===== src/rtl/mem_arb_pkg.sv =====
// Shared types for the fetch/data memory arbiter: access size, error code, FSM state and port id.
package mem_arb_pkg;

    typedef enum logic [1:0] {
        DtByte = 2'd0,
        DtHalf = 2'd1,
        DtWord = 2'd2
    } mem_dt_e;

    typedef enum logic [1:0] {
        ErrNone  = 2'd0,
        ErrBus   = 2'd1,
        ErrAlign = 2'd2,
        ErrPerm  = 2'd3
    } errno_e;

    typedef enum logic [1:0] {
        IDLE  = 2'd0,
        ISSUE = 2'd1,
        RESP  = 2'd2
    } arb_state_e;

    typedef enum logic {
        INSTR = 1'b0,
        DATA  = 1'b1
    } arb_port_e;

    function automatic arb_port_e other_port(arb_port_e p);
        return (p == INSTR) ? DATA : INSTR;
    endfunction

endpackage


===== src/rtl/mem_arbiter_if.sv =====
// Bundle of requester and backend signals around the arbiter.
// slave = arbiter view; master = requesters plus backend (environment) view.
interface mem_arbiter_if #(
    parameter int unsigned ADDR_W = 32,
    parameter int unsigned DATA_W = 32
);
    import mem_arb_pkg::*;

    logic              i_req;
    logic [ADDR_W-1:0] i_addr;
    logic              i_ack;
    logic [DATA_W-1:0] i_rd;
    errno_e            i_err;

    logic              d_req;
    logic [ADDR_W-1:0] d_addr;
    logic              d_we;
    logic [DATA_W-1:0] d_wd;
    mem_dt_e           d_dt;
    logic              d_ack;
    logic [DATA_W-1:0] d_rd;
    errno_e            d_err;

    logic              m_req;
    logic [ADDR_W-1:0] m_addr;
    logic              m_we;
    logic [DATA_W-1:0] m_wd;
    mem_dt_e           m_dt;
    logic              m_done;
    logic [DATA_W-1:0] m_rd;
    errno_e            m_err;

    modport slave (
        input  i_req, i_addr, d_req, d_addr, d_we, d_wd, d_dt, m_done, m_rd, m_err,
        output i_ack, i_rd, i_err, d_ack, d_rd, d_err, m_req, m_addr, m_we, m_wd, m_dt
    );

    modport master (
        output i_req, i_addr, d_req, d_addr, d_we, d_wd, d_dt, m_done, m_rd, m_err,
        input  i_ack, i_rd, i_err, d_ack, d_rd, d_err, m_req, m_addr, m_we, m_wd, m_dt
    );

endinterface


===== src/rtl/mem_arbiter_rr_arb2.sv =====
// Two-way round-robin grant: a lone requester wins; on collision the port that did not win last.
module rr_arb2
    import mem_arb_pkg::*;
(
    input  logic [1:0] req_i,      // bit 0 = INSTR, bit 1 = DATA
    input  arb_port_e  last_gnt_i,
    output logic       gnt_valid_o,
    output arb_port_e  gnt_port_o
);

    always_comb begin
        gnt_valid_o = |req_i;
        gnt_port_o  = INSTR;
        case (req_i)
            2'b01:   gnt_port_o = INSTR;
            2'b10:   gnt_port_o = DATA;
            2'b11:   gnt_port_o = other_port(last_gnt_i);
            default: gnt_port_o = INSTR;
        endcase
    end

endmodule


===== src/rtl/mem_arbiter.sv =====
// Shares one single-ported memory backend between the fetch port and the data port.
// Every access walks IDLE -> ISSUE -> RESP; all outputs are registered.
module mem_arbiter
    import mem_arb_pkg::*;
#(
    parameter int unsigned ADDR_W = 32,
    parameter int unsigned DATA_W = 32
) (
    input logic          clk,
    input logic          rst,
    mem_arbiter_if.slave bus
);

    arb_state_e        state_q,    state_d;
    arb_port_e         last_gnt_q, last_gnt_d;
    logic              m_req_q,    m_req_d;
    logic [ADDR_W-1:0] m_addr_q,   m_addr_d;
    logic              m_we_q,     m_we_d;
    logic [DATA_W-1:0] m_wd_q,     m_wd_d;
    mem_dt_e           m_dt_q,     m_dt_d;
    logic              i_ack_q,    i_ack_d;
    logic [DATA_W-1:0] i_rd_q,     i_rd_d;
    errno_e            i_err_q,    i_err_d;
    logic              d_ack_q,    d_ack_d;
    logic [DATA_W-1:0] d_rd_q,     d_rd_d;
    errno_e            d_err_q,    d_err_d;

    logic      gnt_valid;
    arb_port_e gnt_port;

    rr_arb2 u_rr_arb2 (
        .req_i       ({bus.d_req, bus.i_req}),
        .last_gnt_i  (last_gnt_q),
        .gnt_valid_o (gnt_valid),
        .gnt_port_o  (gnt_port)
    );

    always_comb begin
        state_d    = state_q;
        last_gnt_d = last_gnt_q;
        m_req_d    = m_req_q;
        m_addr_d   = m_addr_q;
        m_we_d     = m_we_q;
        m_wd_d     = m_wd_q;
        m_dt_d     = m_dt_q;
        i_ack_d    = 1'b0;
        i_rd_d     = i_rd_q;
        i_err_d    = i_err_q;
        d_ack_d    = 1'b0;
        d_rd_d     = d_rd_q;
        d_err_d    = d_err_q;

        case (state_q)
            IDLE: begin
                if (gnt_valid) begin
                    state_d    = ISSUE;
                    last_gnt_d = gnt_port;
                    m_req_d    = 1'b1;
                    if (gnt_port == DATA) begin
                        m_addr_d = bus.d_addr;
                        m_we_d   = bus.d_we;
                        m_wd_d   = bus.d_wd;
                        m_dt_d   = bus.d_dt;
                    end else begin
                        // Fetches are always plain word reads.
                        m_addr_d = bus.i_addr;
                        m_we_d   = 1'b0;
                        m_wd_d   = '0;
                        m_dt_d   = DtWord;
                    end
                end
            end
            ISSUE: begin
                if (bus.m_done && m_req_q) begin
                    state_d = RESP;
                    m_req_d = 1'b0;
                    // last_gnt doubles as the in-flight owner until the next grant.
                    if (last_gnt_q == DATA) begin
                        d_ack_d = 1'b1;
                        d_rd_d  = bus.m_rd;
                        d_err_d = bus.m_err;
                    end else begin
                        i_ack_d = 1'b1;
                        i_rd_d  = bus.m_rd;
                        i_err_d = bus.m_err;
                    end
                end
            end
            RESP: begin
                state_d = IDLE;
            end
            default: begin
                state_d = IDLE;
                m_req_d = 1'b0;
            end
        endcase
    end

    always_ff @(posedge clk or posedge rst) begin
        if (rst) begin
            state_q    <= IDLE;
            last_gnt_q <= INSTR;
            m_req_q    <= 1'b0;
            m_addr_q   <= '0;
            m_we_q     <= 1'b0;
            m_wd_q     <= '0;
            m_dt_q     <= DtWord;
            i_ack_q    <= 1'b0;
            i_rd_q     <= '0;
            i_err_q    <= ErrNone;
            d_ack_q    <= 1'b0;
            d_rd_q     <= '0;
            d_err_q    <= ErrNone;
        end else begin
            state_q    <= state_d;
            last_gnt_q <= last_gnt_d;
            m_req_q    <= m_req_d;
            m_addr_q   <= m_addr_d;
            m_we_q     <= m_we_d;
            m_wd_q     <= m_wd_d;
            m_dt_q     <= m_dt_d;
            i_ack_q    <= i_ack_d;
            i_rd_q     <= i_rd_d;
            i_err_q    <= i_err_d;
            d_ack_q    <= d_ack_d;
            d_rd_q     <= d_rd_d;
            d_err_q    <= d_err_d;
        end
    end

    assign bus.m_req  = m_req_q;
    assign bus.m_addr = m_addr_q;
    assign bus.m_we   = m_we_q;
    assign bus.m_wd   = m_wd_q;
    assign bus.m_dt   = m_dt_q;
    assign bus.i_ack  = i_ack_q;
    assign bus.i_rd   = i_rd_q;
    assign bus.i_err  = i_err_q;
    assign bus.d_ack  = d_ack_q;
    assign bus.d_rd   = d_rd_q;
    assign bus.d_err  = d_err_q;

endmodule


===== src/flat_wrapper.sv =====
// flat-port wrapper written by rule: the top's interface ports become plain ports
module mem_arbiter_flat import mem_arb_pkg::*;
#(
    parameter int unsigned ADDR_W = 32,
    parameter int unsigned DATA_W = 32
)
  (clk, rst, bus_i_req, bus_i_addr, bus_d_req, bus_d_addr, bus_d_we, bus_d_wd, bus_d_dt, bus_m_done, bus_m_rd, bus_m_err, bus_i_ack, bus_i_rd, bus_i_err, bus_d_ack, bus_d_rd, bus_d_err, bus_m_req, bus_m_addr, bus_m_we, bus_m_wd, bus_m_dt);
  mem_arbiter_if #(.ADDR_W(ADDR_W), .DATA_W(DATA_W)) bus_i ();
  input logic clk;
  input logic rst;
  input wire logic [$bits(bus_i.i_req)-1:0] bus_i_req;
  input wire logic [$bits(bus_i.i_addr)-1:0] bus_i_addr;
  input wire logic [$bits(bus_i.d_req)-1:0] bus_d_req;
  input wire logic [$bits(bus_i.d_addr)-1:0] bus_d_addr;
  input wire logic [$bits(bus_i.d_we)-1:0] bus_d_we;
  input wire logic [$bits(bus_i.d_wd)-1:0] bus_d_wd;
  input wire logic [$bits(bus_i.d_dt)-1:0] bus_d_dt;
  input wire logic [$bits(bus_i.m_done)-1:0] bus_m_done;
  input wire logic [$bits(bus_i.m_rd)-1:0] bus_m_rd;
  input wire logic [$bits(bus_i.m_err)-1:0] bus_m_err;
  output wire logic [$bits(bus_i.i_ack)-1:0] bus_i_ack;
  output wire logic [$bits(bus_i.i_rd)-1:0] bus_i_rd;
  output wire logic [$bits(bus_i.i_err)-1:0] bus_i_err;
  output wire logic [$bits(bus_i.d_ack)-1:0] bus_d_ack;
  output wire logic [$bits(bus_i.d_rd)-1:0] bus_d_rd;
  output wire logic [$bits(bus_i.d_err)-1:0] bus_d_err;
  output wire logic [$bits(bus_i.m_req)-1:0] bus_m_req;
  output wire logic [$bits(bus_i.m_addr)-1:0] bus_m_addr;
  output wire logic [$bits(bus_i.m_we)-1:0] bus_m_we;
  output wire logic [$bits(bus_i.m_wd)-1:0] bus_m_wd;
  output wire logic [$bits(bus_i.m_dt)-1:0] bus_m_dt;
  assign bus_i.i_req = bus_i_req;
  assign bus_i.i_addr = bus_i_addr;
  assign bus_i.d_req = bus_d_req;
  assign bus_i.d_addr = bus_d_addr;
  assign bus_i.d_we = bus_d_we;
  assign bus_i.d_wd = bus_d_wd;
  assign bus_i.d_dt = bus_d_dt;
  assign bus_i.m_done = bus_m_done;
  assign bus_i.m_rd = bus_m_rd;
  assign bus_i.m_err = bus_m_err;
  assign bus_i_ack = bus_i.i_ack;
  assign bus_i_rd = bus_i.i_rd;
  assign bus_i_err = bus_i.i_err;
  assign bus_d_ack = bus_i.d_ack;
  assign bus_d_rd = bus_i.d_rd;
  assign bus_d_err = bus_i.d_err;
  assign bus_m_req = bus_i.m_req;
  assign bus_m_addr = bus_i.m_addr;
  assign bus_m_we = bus_i.m_we;
  assign bus_m_wd = bus_i.m_wd;
  assign bus_m_dt = bus_i.m_dt;
  mem_arbiter #(.ADDR_W(ADDR_W), .DATA_W(DATA_W)) u_core (.clk(clk), .rst(rst), .bus(bus_i));
endmodule

===== config.mk =====
export PLATFORM = sky130hd
export DESIGN_NAME = mem_arbiter_flat
export DESIGN_NICKNAME = d
export VERILOG_FILES = /design/src/rtl/mem_arb_pkg.sv /design/src/rtl/mem_arbiter_if.sv /design/src/rtl/mem_arbiter_rr_arb2.sv /design/src/rtl/mem_arbiter.sv /design/src/flat_wrapper.sv
export SDC_FILE = /design/constraint.sdc
export NUM_CORES = 1
export LEC_CHECK = 0
export ABC_AREA = 1
export CAP_MARGIN = 20
export CORE_ASPECT_RATIO = 1.2
export CORE_UTILIZATION = 40
export DETAILED_ROUTE_END_ITERATION = 8
export PLACE_DENSITY_LB_ADDON = 0.15
export SYNTH_ARGS = -nofsm -noshare
export SYNTH_HDL_FRONTEND = slang
export SYNTH_SLANG_ARGS = --single-unit

===== constraint.sdc =====
create_clock -name clk -period 6.3 [get_ports clk]
set_input_delay 1.89 -clock clk [delete_from_list [all_inputs] [get_ports clk]]
set_output_delay 1.89 -clock clk [all_outputs]
set_load 0.02 [all_outputs]

==> results.md <==
* Startpoint Class: primary input
* Die area at 0.01603 sq mm
* Setup CP Type: primary input to flip-flop
* Worst endpoint required time at 6.65 ns
* Vias in the first global route at ~5700
* R2r setup slk at 3.95 ns
* RSZ-0062 raised after global routing: false
* First-pass GRT wire length at ~29 mm
* Hold endpoint: u_core.bus.i_rd[22]
* Cell variety after synth at 19
* Multi-input gate area at 0.002130 sq mm
* Hold/Removal Path Class: flip-flop to flip-flop
* Register-to-Register Path Depth at 5
* WL/cell at roughly 15 um
* CTS max path bufs at 2
* Hold path depth at 2
* Post CTS Setup Buffer Count at 0
* IO buf count at 275
* R2r endpoint: u_core.bus.m_dt[0]
* Status: completed
* FF+latch count, synth at 141
* Fillcell total at 1316
* Initial core utilization at 41.16%
* CP arrival at 4.16 ns
* IO Pins at approximately 280
* Crit Path Max Fanout at 35
* Slew headroom at 39.09%
* TritonCTS clock tree: yes
* Layout cells sized above 1 at between 4 and 5%
* Antenna-violating nets left at 0
* Detailed-placement wirelength estimate at 12.02 mm
* Area delta synth->final at 54.41%
* Initial antenna violation count at 0
* Resized cells post-CTS at 0
* Hold_sp: u_core.bus.i_rd[22]
* Placed insts at 1186
* Cell Area, Synth at 0.006208 sq mm
* Core Box Area at between 0.015 and 0.02 sq mm
* Largest net degree at the start of global routing at 114
* Gr usage total at 23.68%
* Crit path capture type: flip-flop
* Die Y at 138.5 um
* Gate Count Post-Synth at 748
* Via count at 5784
* Iteration-0 DRC count of the detailed router at 366
* Mapped Nets at 886
* Total Routed Length at 18.17 mm
* Diodes inserted at 0
* H-tree depth at 4
* Synth Warn # at 0
* Critical R2R Launch: u_core.last_gnt_q
* CTS sink cnt at 141
* Grt ovf at 0
* Crit path time final at 3.817 ns
* Fin Clk Skew at approximately 0.0086 ns
* Final Hold Vio Count at 0
* Drt pass-1 iters at 4
* Pleak at 4.795 nW
* Vias per Instance at 4.749
* Cell Pwr Density at 502.5 mW/mm^2
* Setup violations, final at 0
* Max Transition Viols Final at 0
* Gpl congestion at approximately 0.81
* Rows at 49
* Achievable clock frequency at ~0.26 GHz
* Total CTS buffers at 17
* Register area at between 0.003 and 0.004 sq mm
* Final worst path period share at 60.59%
* # hold bufs at CTS at 0
* MaxCap Viol Count at 0
* Slew @ Worst Pin at 0.9114 ns
* Die W at ~120 um
* Fin cells at 1218
* Post-Syn Area per Cell at slightly above 8 sq um
* Worst-path clk slew at 0.06 ns
* Residual DRC at 0
* Register area share after synthesis at between 50% and 60%
* Nets at 1141
* Setup TNS at 0 ns
* Root buffer cell: clkbuf_16
* Clk Latency, worst-skew pair at 0.41 ns
* VDD IR max at 0.2297 mV
per-stage QoR:
stage | util (%) | hold slack [ns] | power, W | setup slack (ns) | area, sq um
floorplan | - | 0.4996 | 0.002759 | 0.6304 | 6208
global placement | 59.47 | 0.4532 | 0.003824 | 2.106 | 8969
detailed placement | 59.47 | 0.4576 | 0.003852 | 2.041 | 8969
CTS | 63.20 | 0.4720 | 0.004842 | 2.494 | 9532
global route | 63.56 | 0.4834 | 0.005126 | 2.213 | 9587
finish | 63.56 | 0.4681 | 0.004818 | 2.483 | 9587
cells by family after synthesis:
family	count (synthesis)	share of synthesized area, %
compound gates	37	3.164
buf+inv	116	8.928
flops	141	56.85
simple gates	454	31.06
sequential cells by signal, indices dropped and copies added (netlist names), 2 cells and up:
register and flops:
u_core.bus.d_rd 32, u_core.state_q 2, u_core.bus.i_err 2, u_core.bus.d_err 2, u_core.bus.m_addr 32, u_core.bus.m_dt 2
u_core.bus.i_rd 32, u_core.bus.m_wd 32
cells in the mapped netlist (all sizes together):
cell type  instances  area share, %
nand3            133             11
clkbuf             9           0.54
nand2            314             19
dfrtp            140             56
inv               71            4.3
dfstp              1           0.42
nor2               7           0.83
o21ai             37            3.2
buf               36            4.1
worst max-delay path, cell delays in order:
cell and delay, ns:
clkdlybuf4s50_1 0.49, nand2_2 0.52, nand2_4 0.40, inv_2 0.57, nand3_1 0.15, nand2_1 0.10
layout by cell type, fill, tap and decap left out, drive strengths merged:
master	count
nand2	314
clkdlybuf4s50	275
nor2	7
o21ai	37
clkbuf	19
buf	6
bufinv	2
dfrtp	140
clkinvlp	3
clkinv	5
nand3	133
dfstp	1
inv	72
metal layers:
layer	track usage, %	share of wire (%)
met2	38.61	48
met3	6.664	8.3
met4	10.73	2.6
met5	0	0
met1	28.90	41
worst max-delay path by stage:
stage / to / from / cells after the start / slack [ns]
2_1_floorplan: u_core.bus.d_ack / rst / 1 / 0.63
3_3_place_gp: u_core.bus.m_dt[0] / bus_i_req / 6 / 2.11
3_5_place_dp: u_core.bus.m_wd[24] / bus_i_req / 6 / 2.04
4_1_cts: u_core.bus.m_wd[24] / bus_i_req / 6 / 2.49
5_1_grt: u_core.bus.m_wd[17] / bus_i_req / 6 / 2.21
6_report: u_core.bus.m_dt[0] / bus_i_req / 6 / 2.48
power by group:
part / switching, W / internal, W / total (W)
registers: 0.000233 / 0.00132 / 0.00155
clock network: 0.000376 / 0.000587 / 0.000963
logic: 0.00131 / 0.000991 / 0.00230
area by class of cell:
class	count	share of cell area, %
flip-flops and latches	141	36.82
repair buffers	281	29.60
multi-input cells	491	22.21
clock buffers	19	4.620
inverters	71	2.832
well taps	204	2.662
clock inverters	11	1.253
(Power assumes the default switching activity.)
